[config.mk]
export PLATFORM = sky130hd
export DESIGN_NAME = btn_step_counter
export DESIGN_NICKNAME = d
export VERILOG_FILES = /design/src/rtl/btn_step_counter.sv
export SDC_FILE = /design/constraint.sdc
export NUM_CORES = 1
export LEC_CHECK = 0
export ABC_AREA = 0
export CAP_MARGIN = 20
export CORE_MARGIN = 2
export CORE_UTILIZATION = 52
export DETAILED_ROUTE_END_ITERATION = 8
export GPL_TIMING_DRIVEN = 0
export PLACE_DENSITY = 0.81
export RECOVER_POWER = 25
export SLEW_MARGIN = 5
export SYNTH_ARGS = -nofsm -noshare
export SYNTH_HDL_FRONTEND = slang
export SYNTH_SLANG_ARGS = --single-unit
[constraint.sdc]
create_clock -name clk -period 1.7 [get_ports clk]
set_clock_uncertainty 0.1 [all_clocks]
set_input_delay 0.17 -clock clk [delete_from_list [all_inputs] [get_ports clk]]
set_output_delay 0.17 -clock clk [all_outputs]
set_load 0.01 [all_outputs]
[src/rtl/btn_step_counter.sv]
// Debounced up/down button counter driving a 3-bit seven-segment display code.
// Code 3'b100 (shown as 'E') is held while both buttons are down.
module btn_step_counter #(
  parameter int DEB_CYCLES = 4,
  parameter int MAX_VAL    = 3
) (
  input  logic       clk,
  input  logic       rst,
  input  logic       btn_up,
  input  logic       btn_down,
  output logic [2:0] cnt,
  output logic       err
);

  localparam int            CW       = $clog2(DEB_CYCLES) + 1;
  localparam logic [CW-1:0] DEB_LAST = CW'(DEB_CYCLES - 1);
  localparam logic [2:0]    MAX_CODE = 3'(MAX_VAL);
  localparam logic [2:0]    ERR_CODE = 3'b100;

  typedef enum logic {ST_COUNT, ST_ERROR} state_t;

  // Bit 0 carries the up button, bit 1 the down button throughout.
  logic [1:0]         sync1_q, sync1_d;
  logic [1:0]         sync2_q, sync2_d;
  logic [1:0]         deb_q, deb_d;
  logic [1:0]         deb_prev_q, deb_prev_d;
  logic [1:0][CW-1:0] dcnt_q, dcnt_d;
  logic [1:0]         press;
  state_t             state_q, state_d;
  logic [2:0]         cnt_q, cnt_d;
  logic               err_q, err_d;

  always_comb begin
    sync1_d    = {btn_down, btn_up};
    sync2_d    = sync1_q;
    deb_prev_d = deb_q;
    deb_d      = deb_q;
    dcnt_d     = '0;
    for (int i = 0; i < 2; i++) begin
      if (sync2_q[i] != deb_q[i]) begin
        if (dcnt_q[i] == DEB_LAST) begin
          deb_d[i] = sync2_q[i];
        end else begin
          dcnt_d[i] = dcnt_q[i] + CW'(1);
        end
      end
    end
    press = deb_q & ~deb_prev_q;
  end

  always_comb begin
    state_d = state_q;
    cnt_d   = cnt_q;
    err_d   = err_q;
    case (state_q)
      ST_COUNT: begin
        // Both held beats any press event seen on the same cycle.
        if (&deb_q) begin
          state_d = ST_ERROR;
          cnt_d   = ERR_CODE;
          err_d   = 1'b1;
        end else if (press == 2'b01) begin
          cnt_d = (cnt_q == MAX_CODE) ? 3'd0 : cnt_q + 3'd1;
        end else if (press == 2'b10) begin
          cnt_d = (cnt_q == 3'd0) ? MAX_CODE : cnt_q - 3'd1;
        end
      end
      ST_ERROR: begin
        if (deb_q == 2'b00) begin
          state_d = ST_COUNT;
          cnt_d   = 3'd0;
          err_d   = 1'b0;
        end
      end
      default: begin
        state_d = ST_COUNT;
        cnt_d   = 3'd0;
        err_d   = 1'b0;
      end
    endcase
  end

  always_ff @(posedge clk or posedge rst) begin
    if (rst) begin
      sync1_q    <= '0;
      sync2_q    <= '0;
      deb_q      <= '0;
      deb_prev_q <= '0;
      dcnt_q     <= '0;
      state_q    <= ST_COUNT;
      cnt_q      <= 3'd0;
      err_q      <= 1'b0;
    end else begin
      sync1_q    <= sync1_d;
      sync2_q    <= sync2_d;
      deb_q      <= deb_d;
      deb_prev_q <= deb_prev_d;
      dcnt_q     <= dcnt_d;
      state_q    <= state_d;
      cnt_q      <= cnt_d;
      err_q      <= err_d;
    end
  end

  assign cnt = cnt_q;
  assign err = err_q;

endmodule

* Word-level counts from Yosys, hierarchy flattened
Cells that the tools add are included.
** Cells by class
- $add $sub $neg :: 4
- Equal/unequal tests :: 10
- Muxes and demuxes :: 17
- Bitwise operators :: 3
- Reduce and logical (&&, ||, !) cells :: 7
** Operators by type and width (count)
- $mux W3 :: 10
- $reduce_and A2 Y1 :: 5
- $add A3 B1 Y3 const B :: 3
- $eq A3 B2 Y1 const B :: 3
- $pmux W3 S2 :: 1
- $mux W1 :: 4
- $ne A4 B4 Y1 const B :: 1
- $pmux W1 S2 :: 2
- $logic_not A3 Y1 :: 1
- $sub A3 B1 Y3 const B :: 1
- $and A2 B2 Y2 :: 1
- $eq A2 B1 Y1 const B :: 1
- $eq A2 B2 Y1 const B :: 1
- $logic_not A2 Y1 :: 1
- $ne A1 B1 Y1 :: 2
- $ne A2 B1 Y1 const B :: 1
- $ne A2 B2 Y1 const B :: 1
- $not A2 Y2 :: 1
- $not A1 Y1 :: 1
** Storage, ports and cells
- Flip-flop bits (word level) :: 19
- Bits of input ports :: 4
- Output and inout bits :: 4
- Logic and storage cells :: 51

* Longest topological paths before layout
Gate-level depths: netlist of run 1.
- Depth after elaboration :: 7
- Mapped depth :: 7
- Depth with buffers taken out :: 7

* Worst setup path before layout of run 1
OpenSTA, ideal clock, no wires.
- Path kind :: register to register
- Start point :: register cnt_q[0], in the netlist cnt[0]
- End point :: register cnt_q[0], in the netlist cnt[0]
- Library setup time :: 0.122 ns
- Arrival time :: 1.215 ns
- Required time :: 1.478 ns
- Path slack :: 0.263 ns
- Stages on the path, launching flop included :: 8
- Path buffers :: 0
- Clock period less this slack :: 1.437 ns
- Cells stage by stage :: dfrtp_1 -> inv_1 -> ha_1 -> ha_1 -> nor2_1 -> o21ai_0 -> a21oi_1 -> o2bb2ai_1
** Between the ends
- Longest elaborated chain between the ends :: 6
- Elaborated cells on any way between the ends :: 10
- Classes of those cells :: add/sub (2); eq/ne (1); mux (6); reduce/logical (1)
** RTL lines
- start, declared :: line 30 : logic [2:0] cnt_q, cnt_d;
- start signal, assigned :: line 100 : cnt_q <= cnt_d;
- $sub A3 B1 Y3 or $logic_not A3 Y1 (tied branches) :: line 65 : cnt_d = (cnt_q == 3'd0) ? MAX_CODE : cnt_q - 3'd1;
- $mux W3 :: line 65
- $mux W3 :: line 64 : end else if (press == 2'b10) begin
- $mux W3 (*) :: line 62 : end else if (press == 2'b01) begin
- $mux W3 (*) :: line 58 : if (&deb_q) begin
- $pmux W3 S2 (*) :: line 55 : case (state_q)
Mark *: on every way between the ends. The rest lies on a longest branch, timed or not. The select of a mux whose other input is x is not followed.
A chain may end at the register's enable or synchronous reset.

* Worst setup path after layout of run 1
Ends and elaborated chain as after synthesis.

==> run_results.csv, run 1 <==
group,metric,value,unit
power_and_ir_drop,static_leakage,0.478,nW
place,io_buffer_count,7,
synth,cell_taking_the_most_area_after_synthesis,"sky130_fd_sc_hd__dfrtp_1",
synth,synth_simple_gate_area_share,0.155,
critical_path,rr_worst_depth,7,
power_and_ir_drop,power_density,1730,nW/um2
timing,finalSetupViolCount,0,
clock_tree,cts.reportedPaths.clkPinSlew,0.11,ns
synth,yosys.cell_types.count,30,
layout,layout.area.seq,475,um2
critical_path,timing.critical_path.arrival,1.64,ns
synth,synth_xor_xnor_area_share,0.0195,
drt,route.detailed.drc,0,
die,die_area,2080,um2
drt,route.antenna.remaining_nets,0,
critical_path,slowest_stage,"sky130_fd_sc_hd__dfrtp_1",
layout,insertedDiodeCount,0,
critical_path,crit_path_cell_trace,"inv_1 -> ha_1 -> ha_1 -> nor2_1 -> o21ai_0 -> a21oi_1 -> o2bb2ai_1",
critical_path,worst_r2r_startpoint,"cnt[0]",
timing,setup_total_negative_slack,0,ns
timing,maxSlewHeadroom,0.534,
hold_path,whs_endpoint,"sync2_q[0]",
drt,drt-wirelength-per-cell,14.2,um
global_routing,largest_net_degree_at_the_start_of_global_routing,20,
critical_path,critical_path.most_common_cell,"sky130_fd_sc_hd__ha_1",
synth,syn-mean-instance-area,11.7,um2
layout,final_net_count,99,
clock_tree,cts_buffer_depth,2,
place,routabilityCongestion,0.790,
global_routing,grt_use_total,0.178,
outcome,status,"complete, no violations",
critical_path,path_type_of_the_worst_setup_path,"reg -> reg",
clock_tree,clkSinkCount,19,
synth,combinational_family_with_the_most_area_after_synthesis,"simple AND/OR/NAND/NOR gates",
die,pin_count,8,
critical_path,worst_r2r_endpoint,"cnt[0]",
synth,synth_compound_gate_area_share,0.124,
global_routing,number_of_antenna_violations_at_the_first_check_in_global_routing,0,
drt,vias,575,
synth,post-synth-top-area-fraction,0.529,
critical_path,max_stage_delay,0.40,ns
timing,grt_setup_unrepaired,"no",
critical_path,crit_path_start_kind,"flip-flop",
synth,synth_fp_nets,87,
die,initial_core_util,0.538,
drt,viasPerCell,5.48,
global_routing,globalRoute.totalOverflow,0,
critical_path,rrSetupSlack,0.15,ns
timing,period_minus_slack,1.55,ns
clock_tree,cts_hold_repair.buffers,0,
synth,synthAdderAreaFrac,0.0947,
power_and_ir_drop,power.ir.vdd_worst,1.05,mV
synth,synthCells,77,
critical_path,crit_required,1.79,ns
synth,synthesis.area,898,um2
critical_path,cpLargestDelayFamily,"adder cells",
hold_path,min_path_type,"reg -> reg",
clock_tree,tritoncts,"yes",
global_routing,grt_first_pass_wirelength,2600,um
layout,multi_input_comb_area,374,um2
layout,fillerInstances,132,
layout,final_layout_size_suffix_gt1_frac,0.159,
power_and_ir_drop,report.power.total,1.75,mW
synth,yosys-mux-area-fraction,0.0237,
synth,ys_top_cells_by_area,"sky130_fd_sc_hd__dfrtp_1 53%, sky130_fd_sc_hd__ha_1 8.4%, sky130_fd_sc_hd__nand2b_4 3.1%",
timing,finalMaxSlewViolations,0,
synth,synth_sequential_area_ratio,0.529,
timing,fmax,646,MHz
place,detailedPlacementHpwl,1150,um
drt,detailedRoute.firstPassIterationCount,4,
timing,finalCritPeriodShare,0.911,
timing,tightest_slew,0.699,ns
die,die_h,45.6,um
clock_tree,cts_repair_resize_count,0,
clock_tree,clk-insertion-delay-late,0.30,ns
drt,dr.first_iter.drc_count,6,
clock_tree,number_of_h_tree_levels,1,
drt,route.final.wire_length,1490,um
die,fp-row-count,15,
flow_run,count_of_max_cap_constraint_violations,0,
die,core_area,1670,um2
critical_path,crit_path_max_fanout,4,
clock_tree,post_cts_setup_repair_bufs,0,
timing,hold_viol_final,0,
synth,synth.yosys.warnings,0,
hold_path,hold_path_startpoint,"sync1_q[0]",
global_routing,first_global_vias,633,
layout,areaGrowthSynthToFinish,13.1,%
synth,number_of_synthesized_register_bits,19,
hold_path,hold-path-cell-count,0,
critical_path,worst-path-buf-inv,1,
die,dieWidth,45.6,um
clock_tree,tritoncts.num_buffers,3,
critical_path,cp-end-kind,"flip-flop",
clock_tree,cts.root.buffer_cell,"sky130_fd_sc_hd__clkbuf_4",
## Yosys cell counts (all sizes together)
| master | number |
|---|---|
| a21oi | 5 |
| nor3 | 3 |
| o31ai | 1 |
| dfrtp | 19 |
| o32ai | 1 |
| nand2b | 3 |
| mux2 | 1 |
| a21o | 1 |
| inv | 8 |
| xnor2 | 2 |
| mux2i | 1 |
| a22oi | 1 |
| nor2 | 3 |
| maj3 | 1 |
| nor2b | 4 |
| and3b | 1 |
| o2111a | 1 |
| o21ai | 4 |
| o2bb2ai | 1 |
| ha | 6 |
| buf | 1 |
| nand2 | 6 |
| nor3b | 2 |
| clkbuf | 1 |
## state kept, by name, summed over array words and instances, names as in the netlist
register    flops
deb_prev_d      2
dcnt_q          6
err             1
deb_prev_q      2
state_q         1
sync1_q         2
cnt             3
sync2_q         2
## cell usage in the layout, fill, tap and decap left out, types with 2 or more instances in the layout
cell type / count
sky130_fd_sc_hd__a21oi_1: 4
sky130_fd_sc_hd__clkbuf_4: 4
sky130_fd_sc_hd__clkdlybuf4s50_1: 4
sky130_fd_sc_hd__dfrtp_1: 19
sky130_fd_sc_hd__dlygate4sd3_1: 3
sky130_fd_sc_hd__ha_1: 6
sky130_fd_sc_hd__inv_1: 7
sky130_fd_sc_hd__nand2_1: 6
sky130_fd_sc_hd__nand2b_4: 2
sky130_fd_sc_hd__nor2_1: 3
sky130_fd_sc_hd__nor2b_1: 4
sky130_fd_sc_hd__nor3_1: 2
sky130_fd_sc_hd__nor3b_1: 2
sky130_fd_sc_hd__o21ai_0: 2
sky130_fd_sc_hd__xnor2_1: 2
## area by class of cell
| class | count | share of cell area |
|---|---|---|
| Timing Repair Buffer | 7 | 0.0690 |
| Multi-Input combinational cell | 48 | 0.368 |
| Tap cell | 17 | 0.0209 |
| Inverter | 8 | 0.0296 |
| Buffer | 2 | 0.0185 |
| Clock buffer | 4 | 0.0259 |
| Sequential cell | 19 | 0.468 |
## how the worst max path moves through the flow
stage                 from  endpoint  depth (start not counted)
finish              cnt[0]    cnt[0]                          7
global route        cnt[0]    cnt[0]                          7
CTS                 cnt[1]    cnt[1]                          1
detailed placement  cnt[0]    cnt[0]                          7
global placement    cnt[0]    cnt[0]                          7
floorplan           cnt[0]    cnt[0]                          7
## layer usage
layer  vias to the layer above  share of wire  track usage
met5                         -              0            0
met4                         0          0.018        0.100
met3                         4          0.034       0.0357
met2                        13           0.50        0.301
met1                       278           0.45        0.209
li1                        280              -            -
## metrics by stage
stage / instance area (um2) / std cells / hold slack, ns / setup WS (ns) / util
after floorplan: 898 / 77 / 0.0211 / 0.263 / -
after global placement: 990 / 101 / 0.237 / 0.242 / 0.593
after detailed placement: 990 / 101 / 0.238 / 0.182 / 0.593
after CTS: 1020 / 105 / 0.192 / 0.157 / 0.608
after global routing: 1020 / 105 / 0.264 / 0.0832 / 0.608
final: 1020 / 105 / 0.248 / 0.152 / 0.608
## power by group
part / internal (mW) / switching (mW) / total, mW
Combinational: 0.403 / 0.424 / 0.827
Clock: 0.0914 / 0.131 / 0.222
Sequential: 0.590 / 0.116 / 0.705
## logic make-up after synthesis
| kind of cell | count (synthesis) |
|---|---|
| AND/OR/NAND/NOR | 22 |
| multiplexers | 2 |
| adder cells (fa/ha/maj) | 7 |
| AO/OA/AOI/OAI | 15 |
| XOR/XNOR | 2 |
| buffers and inverters | 10 |
| flip-flops | 19 |
Note: power is estimated with default switching activity, not from simulation.
==> run 2, diff against run 1 <==
--- a/config.mk
+++ b/config.mk
@@ -8,11 +8,12 @@
 export ABC_AREA = 0
 export CAP_MARGIN = 20
 export CORE_MARGIN = 2
-export CORE_UTILIZATION = 52
+export CORE_UTILIZATION = 54
 export DETAILED_ROUTE_END_ITERATION = 8
 export GPL_TIMING_DRIVEN = 0
-export PLACE_DENSITY = 0.81
+export PLACE_DENSITY = 0.83
 export RECOVER_POWER = 25
+export SKIP_CTS_REPAIR_TIMING = 1
 export SLEW_MARGIN = 5
 export SYNTH_ARGS = -nofsm -noshare
 export SYNTH_HDL_FRONTEND = slang
==> run_results.csv, run 2 (same netlist as run 1, synthesis figures left out) <==
group,metric,value,unit
critical_path,worst_r2r_startpoint,"cnt[0]",
layout,layout.core_utilization,0.659,
layout,areaGrowthSynthToFinish,13.1,%
critical_path,rr_worst_depth,7,
clock_tree,cts_buffer_depth,2,
critical_path,crit_required,1.43,ns
critical_path,cp-end-kind,"output pin",
hold_path,whs_endpoint,"sync2_q[1]",
critical_path,max_stage_delay,0.55,ns
power_and_ir_drop,internal-power,1.08,mW
critical_path,crit_path_cell_trace,"clkdlybuf4s50_1",
outcome,status,"complete, no violations",
clock_tree,clk-insertion-delay-late,0.30,ns
place,io_buffer_count,7,
layout,layout_common_cells,"19 x sky130_fd_sc_hd__dfrtp_1, 7 x sky130_fd_sc_hd__inv_1, 6 x sky130_fd_sc_hd__nand2_1, 6 x sky130_fd_sc_hd__ha_1",
die,initial_core_util,0.583,
place,detailedPlacementHpwl,965,um
critical_path,timing.critical_path.arrival,1.25,ns
critical_path,rrSetupSlack,0.21,ns
die,core_area,1540,um2
power_and_ir_drop,net-switching-power,654,uW
drt,detailedRoute.firstPassIterationCount,4,
die,dieWidth,44.8,um
layout,largest-register,"dcnt_q",
layout,finish.instance_area,1020,um2
timing,finalMaxSlewViolations,0,
timing,tightest_slew,0.690,ns
drt,dr.first_iter.drc_count,13,
global_routing,globalRoute.totalOverflow,0,
die,pin_count,8,
power_and_ir_drop,power.share.switching,0.377,
critical_path,slowest_stage,"sky130_fd_sc_hd__clkdlybuf4s50_1",
timing,maxSlewHeadroom,0.539,
timing,crit_path_setup_slack_layout,0.176,ns
power_and_ir_drop,power_density,1710,nW/um2
die,die_area,2010,um2
hold_path,hold_path_startpoint,"sync1_q[1]",
hold_path,min_path_type,"reg -> reg",
global_routing,first_global_vias,526,
power_and_ir_drop,power.ir.vdd_worst,1.08,mV
power_and_ir_drop,proportion_of_power_drawn_by_combinational_gates,0.467,
global_routing,number_of_antenna_violations_at_the_first_check_in_global_routing,0,
critical_path,worst-path-buf-inv,1,
timing,period_minus_slack,1.52,ns
critical_path,crit_path_max_fanout,4,
timing,hold_viol_final,0,
power_and_ir_drop,share_seq_of_total_power,0.403,
critical_path,worst_r2r_endpoint,"cnt[0]",
clock_tree,number_of_h_tree_levels,1,
clock_tree,clkSinkCount,19,
global_routing,grt_use_total,0.170,
place,routabilityCongestion,0.818,
layout,final_net_count,99,
timing,finalCritPeriodShare,0.897,
critical_path,crit_path_start_kind,"flip-flop",
drt,route.antenna.remaining_nets,0,
power_and_ir_drop,power.share.clock,0.130,
place,detailed_place.area,988,um2
flow_run,count_of_max_cap_constraint_violations,0,
clock_tree,cts.root.buffer_cell,"sky130_fd_sc_hd__clkbuf_4",
layout,largest_register_ff_count,6,
timing,setup_total_negative_slack,0,ns
drt,route.detailed.drc,0,
layout,insertedDiodeCount,0,
global_routing,grt_first_pass_wirelength,2360,um
hold_path,hold-path-cell-count,0,
layout,fillerInstances,118,
clock_tree,tritoncts.num_buffers,3,
layout,final_layout_size_suffix_gt1_frac,0.170,
critical_path,path_type_of_the_worst_setup_path,"reg -> out",
timing,grt_setup_unrepaired,"no",
die,fp-row-count,14,
clock_tree,tritoncts,"yes",
clock_tree,cts.reportedPaths.clkPinSlew,0.11,ns
drt,viasPerCell,5.38,
global_routing,largest_net_degree_at_the_start_of_global_routing,20,
critical_path,cpLargestDelayFamily,"buffers and inverters",
timing,finalSetupViolCount,0,
drt,route.final.wire_length,1310,um
die,die_h,44.8,um
drt,vias,559,
drt,drt-wirelength-per-cell,12.6,um
layout,layout_commonest_cell,"sky130_fd_sc_hd__dfrtp_1",
timing,fmax,656,MHz
power_and_ir_drop,static_leakage,0.480,nW
place,worst_slack_placed,0.228,ns
[run 2: cell count changes in the layout (fill, tap and decap cells not counted)]
cell / change
sky130_fd_sc_hd__clkbuf_1: -1
sky130_fd_sc_hd__clkinv_2: +1
[run 2: power groups by stage]
stage	clock network [mW]	registers, mW	logic [mW]
after floorplan	0	0.705	0.605
after global placement	0	0.705	0.791
after detailed placement	0	0.709	0.816
after CTS	0.233	0.701	0.823
after global routing	0.250	0.717	0.924
final	0.226	0.700	0.810
[run 2: through the flow]
stage | hold WS (ns) | power [mW] | std cells
6_report | 0.257 | 1.74 | 104
5_1_grt | 0.273 | 1.89 | 104
4_1_cts | 0.181 | 1.76 | 104
3_5_place_dp | 0.236 | 1.52 | 100
3_3_place_gp | 0.236 | 1.50 | 100
2_1_floorplan | 0.0211 | 1.31 | 77
[run 2: worst max-delay path by stage]
stage / startpoint / to / slack (ns) / depth (start not counted)
floorplan: cnt[0] / cnt[0] / 0.26 / 7
CTS: cnt[2] / cnt[2] / 0.16 / 1
finish: cnt[2] / cnt[2] / 0.18 / 1
global route: cnt[0] / cnt[0] / 0.07 / 7
detailed placement: cnt[0] / cnt[0] / 0.23 / 7
global placement: cnt[0] / cnt[0] / 0.23 / 7
[run 2: layout make-up]
cell class | instances | area, um2 | area share
multi-input combinational | 48 | 374 | 0.368
timing repair buffer | 7 | 70.1 | 0.0690
sequential | 19 | 475 | 0.468
buffer | 2 | 18.8 | 0.0185
clock buffer | 3 | 22.5 | 0.0222
inverter | 8 | 30.0 | 0.0296
clock inverter | 1 | 5.00 | 0.00493
tap | 16 | 20.0 | 0.0197
[run 2: routing by layer]
layer,wire (um),part of all wire,vias to the layer above,GRT usage
li1,-,-,284,-
met4,31,0.024,0,0.106
met3,45,0.034,4,0.0240
met1,662,0.50,260,0.254
met2,571,0.44,11,0.232
met5,0,0,-,0
==> run 3, diff against run 2 <==
==> constraint.sdc (replaced) <==
create_clock -name clk -period 1.7 [get_ports clk]
set_clock_uncertainty 0.1 [all_clocks]
set_input_delay 0.17 -clock clk [delete_from_list [all_inputs] [get_ports clk]]
set_output_delay 0.17 -clock clk [all_outputs]
set_load 0.1 [all_outputs]
==> run_results.csv, run 3 (same netlist as run 1, synthesis figures left out) <==
group,metric,value,unit
power_and_ir_drop,power_density,1960,nW/um2
critical_path,worst-path-buf-inv,1,
timing,period_minus_slack,1.53,ns
critical_path,max_stage_delay,0.43,ns
drt,detailedRoute.firstPassIterationCount,4,
clock_tree,clkSinkCount,19,
clock_tree,tritoncts.num_buffers,3,
power_and_ir_drop,proportion_of_power_drawn_by_combinational_gates,0.523,
place,io_buffer_count,7,
die,die_area,2010,um2
power_and_ir_drop,power.share.clock,0.112,
clock_tree,cts.root.buffer_cell,"sky130_fd_sc_hd__clkbuf_4",
hold_path,whs_endpoint,"sync2_q[0]",
die,core_area,1540,um2
drt,drt-wirelength-per-cell,13.8,um
critical_path,rrSetupSlack,0.17,ns
global_routing,grt_first_pass_wirelength,2630,um
layout,insertedDiodeCount,0,
hold_path,hold_path_startpoint,"sync1_q[0]",
flow_run,count_of_max_cap_constraint_violations,0,
layout,final_layout_size_suffix_gt1_frac,0.239,
critical_path,crit_path_start_kind,"flip-flop",
clock_tree,clk-insertion-delay-late,0.29,ns
layout,largest_register_ff_count,6,
layout,final_net_count,99,
clock_tree,cts.reportedPaths.clkPinSlew,0.10,ns
layout,finish.instance_area,1000,um2
global_routing,gr-usage-met1,0.249,
critical_path,path_type_of_the_worst_setup_path,"reg -> reg",
power_and_ir_drop,share_seq_of_total_power,0.365,
timing,maxSlewHeadroom,0.529,
drt,dr.first_iter.drc_count,2,
drt,viasPerCell,5.57,
outcome,status,"complete, no violations",
drt,route.antenna.remaining_nets,0,
timing,tightest_slew,0.706,ns
global_routing,grt_use_total,0.183,
die,dieWidth,44.8,um
die,die_h,44.8,um
critical_path,critical_path.most_common_cell,"sky130_fd_sc_hd__ha_1",
clock_tree,cts_buffer_depth,2,
global_routing,grt_most_used_layer,"met2",
place,detailed_place.area,997,um2
die,fp-row-count,14,
critical_path,cp.depth,7,
global_routing,first_global_vias,590,
critical_path,crit_path_max_fanout,4,
power_and_ir_drop,internal-power,1.06,mW
layout,largest-register,"dcnt_q",
power_and_ir_drop,net-switching-power,901,uW
drt,route.final.wire_length,1440,um
drt,route.detailed.drc,0,
global_routing,globalRoute.totalOverflow,0,
layout,layout.core_utilization,0.651,
global_routing,grt_util_met2,0.293,
critical_path,timing.critical_path.arrival,1.61,ns
power_and_ir_drop,power.ir.vdd_worst,1.10,mV
die,initial_core_util,0.583,
critical_path,cpLargestDelayFamily,"flip-flops",
timing,finalSetupViolCount,0,
timing,finalMaxSlewViolations,0,
critical_path,worst_r2r_startpoint,"cnt[0]",
critical_path,rr_worst_depth,7,
clock_tree,number_of_h_tree_levels,1,
global_routing,number_of_antenna_violations_at_the_first_check_in_global_routing,0,
timing,hold_viol_final,0,
layout,layout_commonest_cell,"sky130_fd_sc_hd__dfrtp_1",
clock_tree,tritoncts,"yes",
timing,grt_setup_unrepaired,"no",
global_routing,grt_use_met3,0.0360,
layout,layout_common_cells,"16 x sky130_fd_sc_hd__dfrtp_1, 7 x sky130_fd_sc_hd__inv_1, 6 x sky130_fd_sc_hd__nand2_1, 6 x sky130_fd_sc_hd__ha_1",
critical_path,crit_path_cell_trace,"inv_1 -> ha_1 -> ha_1 -> nor2_1 -> o21ai_0 -> a21oi_1 -> o2bb2ai_1",
hold_path,hold-path-cell-count,0,
place,routabilityCongestion,0.760,
hold_path,min_path_type,"reg -> reg",
global_routing,largest_net_degree_at_the_start_of_global_routing,20,
critical_path,worst_r2r_endpoint,"cnt[0]",
place,detailedPlacementHpwl,1070,um
power_and_ir_drop,power.share.switching,0.459,
layout,areaGrowthSynthToFinish,11.7,%
die,pin_count,8,
critical_path,slowest_stage,"sky130_fd_sc_hd__dfrtp_4",
timing,finalCritPeriodShare,0.897,
drt,vias,579,
timing,fin_worst_hold_slack,0.278,ns
power_and_ir_drop,static_leakage,0.476,nW
timing,fmax,656,MHz
critical_path,crit_required,1.79,ns
critical_path,cp-end-kind,"flip-flop",
## run 3: changes by cell type in the layout (fill, tap and decap cells not counted)
cell,before,now
sky130_fd_sc_hd__clkbuf_2,0,4
sky130_fd_sc_hd__clkdlybuf4s50_1,4,0
sky130_fd_sc_hd__dfrtp_1,19,16
sky130_fd_sc_hd__dfrtp_4,0,2
sky130_fd_sc_hd__clkbuf_1,0,1
sky130_fd_sc_hd__clkinv_2,1,0
sky130_fd_sc_hd__dfrtp_2,0,1
## run 3: stage by stage
| step | instances | total power, mW | TNS (ns) | setup slack, ns |
|---|---|---|---|---|
| after CTS | 104 | 2.02 | -1.72 | -0.446 |
| after detailed placement | 100 | 1.79 | -0.362 | -0.110 |
| after global placement | 100 | 1.76 | -0.341 | -0.107 |
| after floorplan | 77 | 1.58 | 0 | 0.0261 |
| final | 104 | 1.96 | 0 | 0.175 |
| after global routing | 104 | 2.12 | 0 | 0.0424 |
## run 3: worst max path at each step
| stage | from | endpoint | slack (ns) |
|---|---|---|---|
| finish | cnt[0] | cnt[0] | 0.17 |
| global route | cnt[0] | cnt[0] | 0.04 |
| CTS | cnt[1] | cnt[1] | -0.45 |
| detailed placement | cnt[1] | cnt[1] | -0.11 |
| global placement | cnt[1] | cnt[1] | -0.11 |
| floorplan | cnt[0] | cnt[0] | 0.03 |
## run 3: area by class of cell
type,count,area (um2)
fillers,125,538
flip-flops and latches,19,484
multi-input cells,48,374
repair buffers,7,50.0
inverters,8,30.0
clock buffers,4,26.3
well taps,16,20.0
plain buffers,2,18.8
## run 3: metal layers
metal	wire length, um	part of all wire
met4	20	0.014
met2	709	0.49
met1	638	0.44
met3	71	0.049
met5	0	0
## run 3: power by group through the flow
stage | Clock, mW | Combinational [mW] | Sequential, mW
3_5_place_dp | 0 | 1.06 | 0.729
4_1_cts | 0.229 | 1.07 | 0.720
2_1_floorplan | 0 | 0.605 | 0.971
6_report | 0.220 | 1.03 | 0.716
5_1_grt | 0.246 | 1.14 | 0.738
3_3_place_gp | 0 | 1.05 | 0.718
